===== src/rtl/seg7_pkg.sv =====
// Shared constants and types for the multiplexed seven-segment scanner.
// Segment patterns are active-low, bit 0 = a ... bit 6 = g.
package seg7_pkg;

    localparam logic [6:0] SEG_DIGIT [0:9] = '{
        7'h40, 7'h79, 7'h24, 7'h30, 7'h19,
        7'h12, 7'h02, 7'h78, 7'h00, 7'h10
    };
    localparam logic [6:0] SEG_DASH = 7'h3F;
    localparam logic [6:0] SEG_OFF  = 7'h7F;

    typedef struct packed {
        logic [3:0][3:0] digit;
        logic [3:0]      dp_mask;
        logic            blank_en;
    } snap_t;

    // Non-BCD codes show a dash so a corrupted digit is visible rather than dark.
    function automatic logic [6:0] seg7_decode(input logic [3:0] bcd);
        case (bcd)
            4'd0:    return SEG_DIGIT[0];
            4'd1:    return SEG_DIGIT[1];
            4'd2:    return SEG_DIGIT[2];
            4'd3:    return SEG_DIGIT[3];
            4'd4:    return SEG_DIGIT[4];
            4'd5:    return SEG_DIGIT[5];
            4'd6:    return SEG_DIGIT[6];
            4'd7:    return SEG_DIGIT[7];
            4'd8:    return SEG_DIGIT[8];
            4'd9:    return SEG_DIGIT[9];
            default: return SEG_DASH;
        endcase
    endfunction

endpackage


===== src/rtl/scan_divider.sv =====
// Refresh counter: counts 0..REFRESH_COUNT-1 and flags the last cycle of each slot.
module scan_divider #(
    parameter int REFRESH_COUNT = 100000
) (
    input  logic clk,
    input  logic reset,
    output logic tick_o
);
    localparam int CNT_W = $clog2(REFRESH_COUNT + 1);

    logic [CNT_W-1:0] cnt_q, cnt_d;

    assign tick_o = (cnt_q == CNT_W'(REFRESH_COUNT - 1));

    always_comb begin
        cnt_d = tick_o ? '0 : cnt_q + 1'b1;
    end

    always_ff @(posedge clk) begin
        if (!reset) cnt_q <= '0;
        else        cnt_q <= cnt_d;
    end

endmodule


===== src/rtl/seven_segment_scan.sv =====
// Four-digit common-anode display scanner with frame snapshot, leading-zero
// blanking and per-digit decimal points. All outputs are registered.
module seven_segment_scan
    import seg7_pkg::*;
#(
    parameter int REFRESH_COUNT = 100000
) (
    input  logic       clk,
    input  logic       reset,
    input  logic       enable,
    input  logic       blank_en,
    input  logic [3:0] dp_mask,
    input  logic [3:0] digit0,
    input  logic [3:0] digit1,
    input  logic [3:0] digit2,
    input  logic [3:0] digit3,
    output logic [3:0] anode,
    output logic [6:0] segment,
    output logic       dp
);
    logic       tick;
    logic [1:0] idx_q, idx_d;
    snap_t      snap_q, snap_d;
    logic [3:0] blank;
    logic [3:0] anode_q, anode_d;
    logic [6:0] seg_q, seg_d;
    logic       dp_q, dp_d;

    scan_divider #(.REFRESH_COUNT(REFRESH_COUNT)) u_div (
        .clk    (clk),
        .reset  (reset),
        .tick_o (tick)
    );

    // Snapshot only at the frame boundary so one frame never mixes two values.
    always_comb begin
        idx_d  = tick ? idx_q + 2'd1 : idx_q;
        snap_d = snap_q;
        if (tick && idx_q == 2'd3) begin
            snap_d.digit    = {digit3, digit2, digit1, digit0};
            snap_d.dp_mask  = dp_mask;
            snap_d.blank_en = blank_en;
        end
    end

    always_comb begin
        blank[3] = snap_q.blank_en && (snap_q.digit[3] == 4'd0);
        blank[2] = blank[3] && (snap_q.digit[2] == 4'd0);
        blank[1] = blank[2] && (snap_q.digit[1] == 4'd0);
        blank[0] = 1'b0;
    end

    always_comb begin
        anode_d = 4'b1111;
        seg_d   = SEG_OFF;
        dp_d    = 1'b1;
        if (enable && !blank[idx_q]) begin
            anode_d[idx_q] = 1'b0;
            seg_d          = seg7_decode(snap_q.digit[idx_q]);
            dp_d           = ~snap_q.dp_mask[idx_q];
        end
    end

    always_ff @(posedge clk) begin
        if (!reset) begin
            idx_q   <= 2'd0;
            snap_q  <= '0;
            anode_q <= 4'b1111;
            seg_q   <= SEG_OFF;
            dp_q    <= 1'b1;
        end else begin
            idx_q   <= idx_d;
            snap_q  <= snap_d;
            anode_q <= anode_d;
            seg_q   <= seg_d;
            dp_q    <= dp_d;
        end
    end

    assign anode   = anode_q;
    assign segment = seg_q;
    assign dp      = dp_q;

endmodule


===== config.mk =====
export PLATFORM = sky130hd
export DESIGN_NAME = seven_segment_scan
export DESIGN_NICKNAME = d
export VERILOG_FILES = /design/src/rtl/seg7_pkg.sv /design/src/rtl/scan_divider.sv /design/src/rtl/seven_segment_scan.sv
export SDC_FILE = /design/constraint.sdc
export NUM_CORES = 1
export LEC_CHECK = 0
export ABC_AREA = 1
export BUFFER_PORTS_ARGS = -buffer_cell sky130_fd_sc_hd__buf_4
export CELL_PAD_IN_SITES_DETAIL_PLACEMENT = 1
export CELL_PAD_IN_SITES_GLOBAL_PLACEMENT = 2
export CORE_UTILIZATION = 33
export CTS_CLUSTER_SIZE = 20
export DETAILED_ROUTE_END_ITERATION = 7
export GPL_ROUTABILITY_DRIVEN = 0
export PLACE_DENSITY_LB_ADDON = 0.1
export SLEW_MARGIN = 20
export SYNTH_ARGS = -nofsm -noshare
export SYNTH_HDL_FRONTEND = slang
export SYNTH_SLANG_ARGS = --single-unit

===== constraint.sdc =====
create_clock -name clk -period 3.4 [get_ports clk]
set_input_delay 0.85 -clock clk [delete_from_list [all_inputs] [get_ports clk]]
set_output_delay 0.85 -clock clk [all_outputs]
set_load 0.05 [all_outputs]

# == Word-level counts from Yosys, hierarchy flattened ==
# Memories as Yosys holds them, arrays and structs flattened. A register that Yosys moved wholly into a read port is not among the register bits.
# Index checks and enable logic that the tools add are counted.
# totals
output_inout_bits,12
latch_bits,0
romBits,112
ramBits,0
register_bits,45
elab_cells,41
input_bits,24
n_memories,1
# mem_list
name,depth,word_bits,read_ports,rd_clocked_by_memory_dff,wr,line_no,text
(no name shown),16,7,1,1,0,seg7_pkg.sv:20,case (bcd)
# op_classes
n_reduce_logical,13
order_cmp,2
eq_ne,2
div_mod_pow,0
n_addsub,2
shift,0
mux,8
bitwise,3
mul,0
# op_table
op,count
"adder 17 x 1 -> 17 bit, second input constant",1
"equality test 17 bit, second input constant",1
zero test 4 bit,3
binary-select mux 4 bit (select 2 bit),1
logical AND 1 bit,6
binary-select mux 1 bit (select 2 bit),2
2-to-1 mux 4 bit,1
inverter 4 bit,1
"less-than comparator 2 x 3 -> 1 bit, second input constant",1
2-to-1 mux 1 bit,3
"adder 2 x 1 -> 2 bit, second input constant",1
demux 1 bit (select 2 bit),1
"equality test 2 bit, second input constant",1
">= comparator 2 x 1 -> 1 bit, second input constant",1
zero test 1 bit,2
inverter 1 bit,2
AND reduction 2 bit,1
OR reduction 2 bit,1

# == Depth between registers and ports, before layout ==
# logic_depth
word_depth,10
depth_mapped,11
ltp_nobuf,10

# == Modules after synthesis ==
# Synthesis repeated with hierarchy kept, for this count alone.
# hier_totals
hier_cells,349
area_unflattened_um2,2521.2
# modules_own_cells
module,cells_per_inst,area_each_um2,seq_area_each_um2,instances
seven_segment_scan,209,1589.0,700.7,1
scan_divider,140,932.1,340.3,1

# == Worst setup path before layout ==
# No wires, ideal clock.
# synth_path
path_kind,input -> register
start,input port reset
end,"register seg_q[0], in the netlist segment[0]"
required_ns,3.275
path_slack_ns,1.772
path_buffers,2
t_arrival_ns,1.504
cell_stages,5
setup_time_ns,0.125
path_cell_list,clkbuf_1 -> nand2_1 -> nor2_1 -> buf_2 -> nand3_1
# synth_between
elab_chain_len,2
# synth_lines
element,line_no,text
from (decl),seven_segment_scan.sv:9,"input logic reset,"
AND reduction 2 bit (no line),--,
zero test 1 bit (no line),--,
to (decl),seven_segment_scan.sv:26,"logic [6:0] seg_q, seg_d;"
# Every way passes these cells.
# A chain may end at the register's enable or synchronous reset.

# == Worst setup path in the final report ==
# layout_path
start,register u_div.cnt_q[0]
end,register snap_q[20] (netlist bit)
# layout_between
elab_chain_len,2
# layout_lines
element,line_no,text
from (decl),scan_divider.sv:11,"logic [CNT_W-1:0] cnt_q, cnt_d;"
from (signal assigned),scan_divider.sv:21,else cnt_q <= cnt_d;
equality test 17 bit,scan_divider.sv:13,assign tick_o = (cnt_q == CNT_W'(REFRESH_COUNT - 1));
logical AND 1 bit,seven_segment_scan.sv:39,if (tick && idx_q == 2'd3) begin
to (signal assigned),seven_segment_scan.sv:73,snap_q <= snap_d;
to (decl),seven_segment_scan.sv:23,"snap_t snap_q, snap_d;"
# Every way passes these cells.

==> flow_metrics.py <==
metrics = {
    "clock_tree": {
        "h-tree-depth": 2,
        "cts_resized": 0,
        "cts.reportedPaths.clkPinSlew_ns": 0.09,
        "cts_sinks": 52,
        "cts_buffers": 5,
        "postCtsSetupRepairBufs": 0,
        "cts_tree": "yes",
        "clock_latency_ns": 0.30,
        "clk_path_buf_depth": 2,
        "root_buffer": "clkbuf_8",
        "ctsHoldBuffers": 0,
    },
    "min_path": {
        "hp-class": "flop to flop",
    },
    "floorplan": {
        "dieArea_mm2": 0.00854,
        "die_y_um": 92.4,
        "core_area_mm2": 0.00781,
        "rows": 32,
        "initial_core_util": 0.346,
        "die_w_um": 92.4,
        "ioPinCount": 36,
    },
    "synth": {
        "syn_area_mm2": 0.00270,
        "syn-instance-count": 410,
        "yosysUniqueCellTypes": 25,
        "synth_top_area_share": 0.386,
        "netlist_top_cells_area": "dfxtp_1 (39%), nand2_1 (14%), inv_1 (11%)",
        "ys_seq_elements": 52,
        "syn_nets": 444,
        "yosys.area.top_type": "dfxtp_1",
        "synth_edf_count": 0,
        "yosysWarningCount": 0,
        "synthFlopType": "dfxtp_1",
        "postSynthAreaPerCell_um2": 6.58,
        "synth-async-reset-ratio": 0,
        "ys_seq_area_frac": 0.386,
    },
    "sta": {
        "fin_ws_ns": 1.12,
        "relSlewSlack": 0.513,
        "worst_slew_pin_slew_ns": 0.728,
        "fin_crit_sh": 0.670,
        "fmax_ghz": 0.439,
        "setup_viol": 0,
        "finClkSkew_ns": 0.00658,
        "drv_slew": 0,
        "whs_ns": 0.474,
        "rsz0062_at_grt": "false",
        "tns_ns": 0,
        "final-hold-violation-count": 0,
        "period_minus_slack_ns": 2.28,
    },
    "detailed_routing": {
        "vias": 2466,
        "drcViolationCount": 0,
        "dr.first_iter.drc_count": 61,
        "drt_first_pass_iters": 4,
        "avgRoutedWirePerCell_um": 12.2,
        "final_antenna_net_count": 0,
        "vias_per_cell": 4.54,
        "routed_wl_um": 6650,
    },
    "power": {
        "p_per_area_mw_per_mm2": 353,
        "pwr-share-seq": 0.556,
        "p_int_uw": 866,
        "peakVddDrop_v": 0.000162,
        "power.total_mw": 1.11,
        "swShare": 0.223,
        "combPwrFrac": 0.065,
        "cellLeakagePower_nw": 1.46,
        "p_clk_frac": 0.379,
        "switchingPower_uw": 248,
    },
    "global_routing": {
        "grt-ovfl-total": 0,
        "grt_antenna_before_repair": 0,
        "grt_usage": 0.172,
        "grt_pass1_wl_um": 11700,
        "grt_pass1_vias": 2420,
        "grt_max_degree": 26,
    },
    "critical_path": {
        "worst_r2r_path_depth": 9,
        "r2r_start": "u_div.cnt_q[0]",
        "critPathCapture": "snap_q[20]",
        "required_ns": 3.65,
        "reg2reg_slack_ns": 1.12,
        "cp-end-kind": "flop",
        "worst-path-max-fanout": 23,
        "critPathArrivalTime_ns": 2.52,
        "cp-start-kind": "flop",
        "crit_type": "flop to flop",
        "crit_path_start": "u_div.cnt_q[0]",
        "r2r-end": "snap_q[20]",
    },
    "placement": {
        "hpwl_um": 5050,
        "port_buffers": 35,
        "placedInstanceArea_mm2": 0.00304,
        "place_ws_ns": 1.06,
    },
    "cells_and_area": {
        "fin_area_mm2": 0.00315,
        "layout-drive-gt1-share": 0.127,
        "final_cell_mix": "nand2_1 (104), inv_1 (80), nor2_1 (52), dfxtp_1 (52), buf_4 (38)",
        "area_growth_pct": 16.7,
        "antenna_cells": 0,
        "final_common_cell": "nand2_1",
        "nets": 474,
    },
    "run": {
        "drv_cap": 0,
    },
    "outcome": {
        "outcome": "completed",
    },
}
==> metal layers <==
| layer | wire (µm) | GRT usage |
|---|---|---|
| met4 | 48 | 0.0313 |
| met1 | 3460 | 0.235 |
| met3 | 195 | 0.0312 |
| met2 | 2940 | 0.285 |
| met5 | 0 | 0 |
==> power groups by stage <==
stage	clock network (mW)	registers (mW)	logic (mW)
floorplan	0	0.649	0.0255
global placement	0	0.633	0.0742
detailed placement	0	0.634	0.0745
CTS	0.440	0.619	0.0746
global route	0.464	0.620	0.0812
finish	0.422	0.619	0.0727
==> Yosys cell counts (2+ instances only) <==
master / instances
clkbuf_1: 5
nand2_1: 104
nor3_1: 4
nand3_1: 26
dfxtp_1: 52
buf_1: 2
xnor2_1: 3
inv_2: 3
nand4_1: 24
nor2_1: 52
nor2_4: 2
nand3b_1: 4
buf_2: 6
a21oi_1: 11
nand2_2: 2
inv_1: 80
xor2_1: 4
ha_1: 10
o21ai_0: 9
or2_2: 2
==> critical path: stages, from the launching register on <==
cell and delay, ns:
dfxtp_1 0.37, ha_1 0.19, nand2_2 0.09, nor2_4 0.13, nand2_1 0.10, nor2_4 0.45
nand3_2 0.51, nand2_1 0.23, inv_1 0.06, nor2_1 0.08
==> cell families after synthesis <==
logic type	after synthesis	synth area share
buf+inv	98	0.141
flops	52	0.386
compound gates	21	0.0399
fa+ha+maj	10	0.0464
xor+xnor	7	0.0227
simple gates	222	0.364
==> worst min-delay path by stage <==
| stage | end | startpoint | cells past startpoint |
|---|---|---|---|
| global placement | u_div.cnt_q[0] | u_div.cnt_q[0] | 1 |
| global route | u_div.cnt_q[0] | u_div.cnt_q[0] | 1 |
| floorplan | u_div.cnt_q[0] | u_div.cnt_q[0] | 1 |
| detailed placement | u_div.cnt_q[0] | u_div.cnt_q[0] | 1 |
| finish | u_div.cnt_q[0] | u_div.cnt_q[0] | 1 |
| CTS | u_div.cnt_q[0] | u_div.cnt_q[0] | 1 |
==> sequential cells by signal, indices dropped and copies added, names as in the netlist <==
signal	cells
dp	1
idx_q	2
snap_q	21
u_div.cnt_q	17
segment	7
anode	4
==> area by class of cell <==
| type | count | area (µm²) |
|---|---|---|
| Timing Repair Buffer | 38 | 285 |
| Clock inverter | 2 | 35.0 |
| Tap cell | 102 | 128 |
| Multi-Input combinational cell | 260 | 1280 |
| Clock buffer | 6 | 72.6 |
| Inverter | 83 | 312 |
| Sequential cell | 52 | 1040 |
| Fill cell | 1056 | 4660 |
==> metrics by stage <==
step / utilization / cells
2_1_floorplan: - / 410
3_3_place_gp: 0.390 / 535
3_5_place_dp: 0.390 / 535
4_1_cts: 0.404 / 543
5_1_grt: 0.404 / 543
6_report: 0.404 / 543
(Power assumes the default switching activity.)
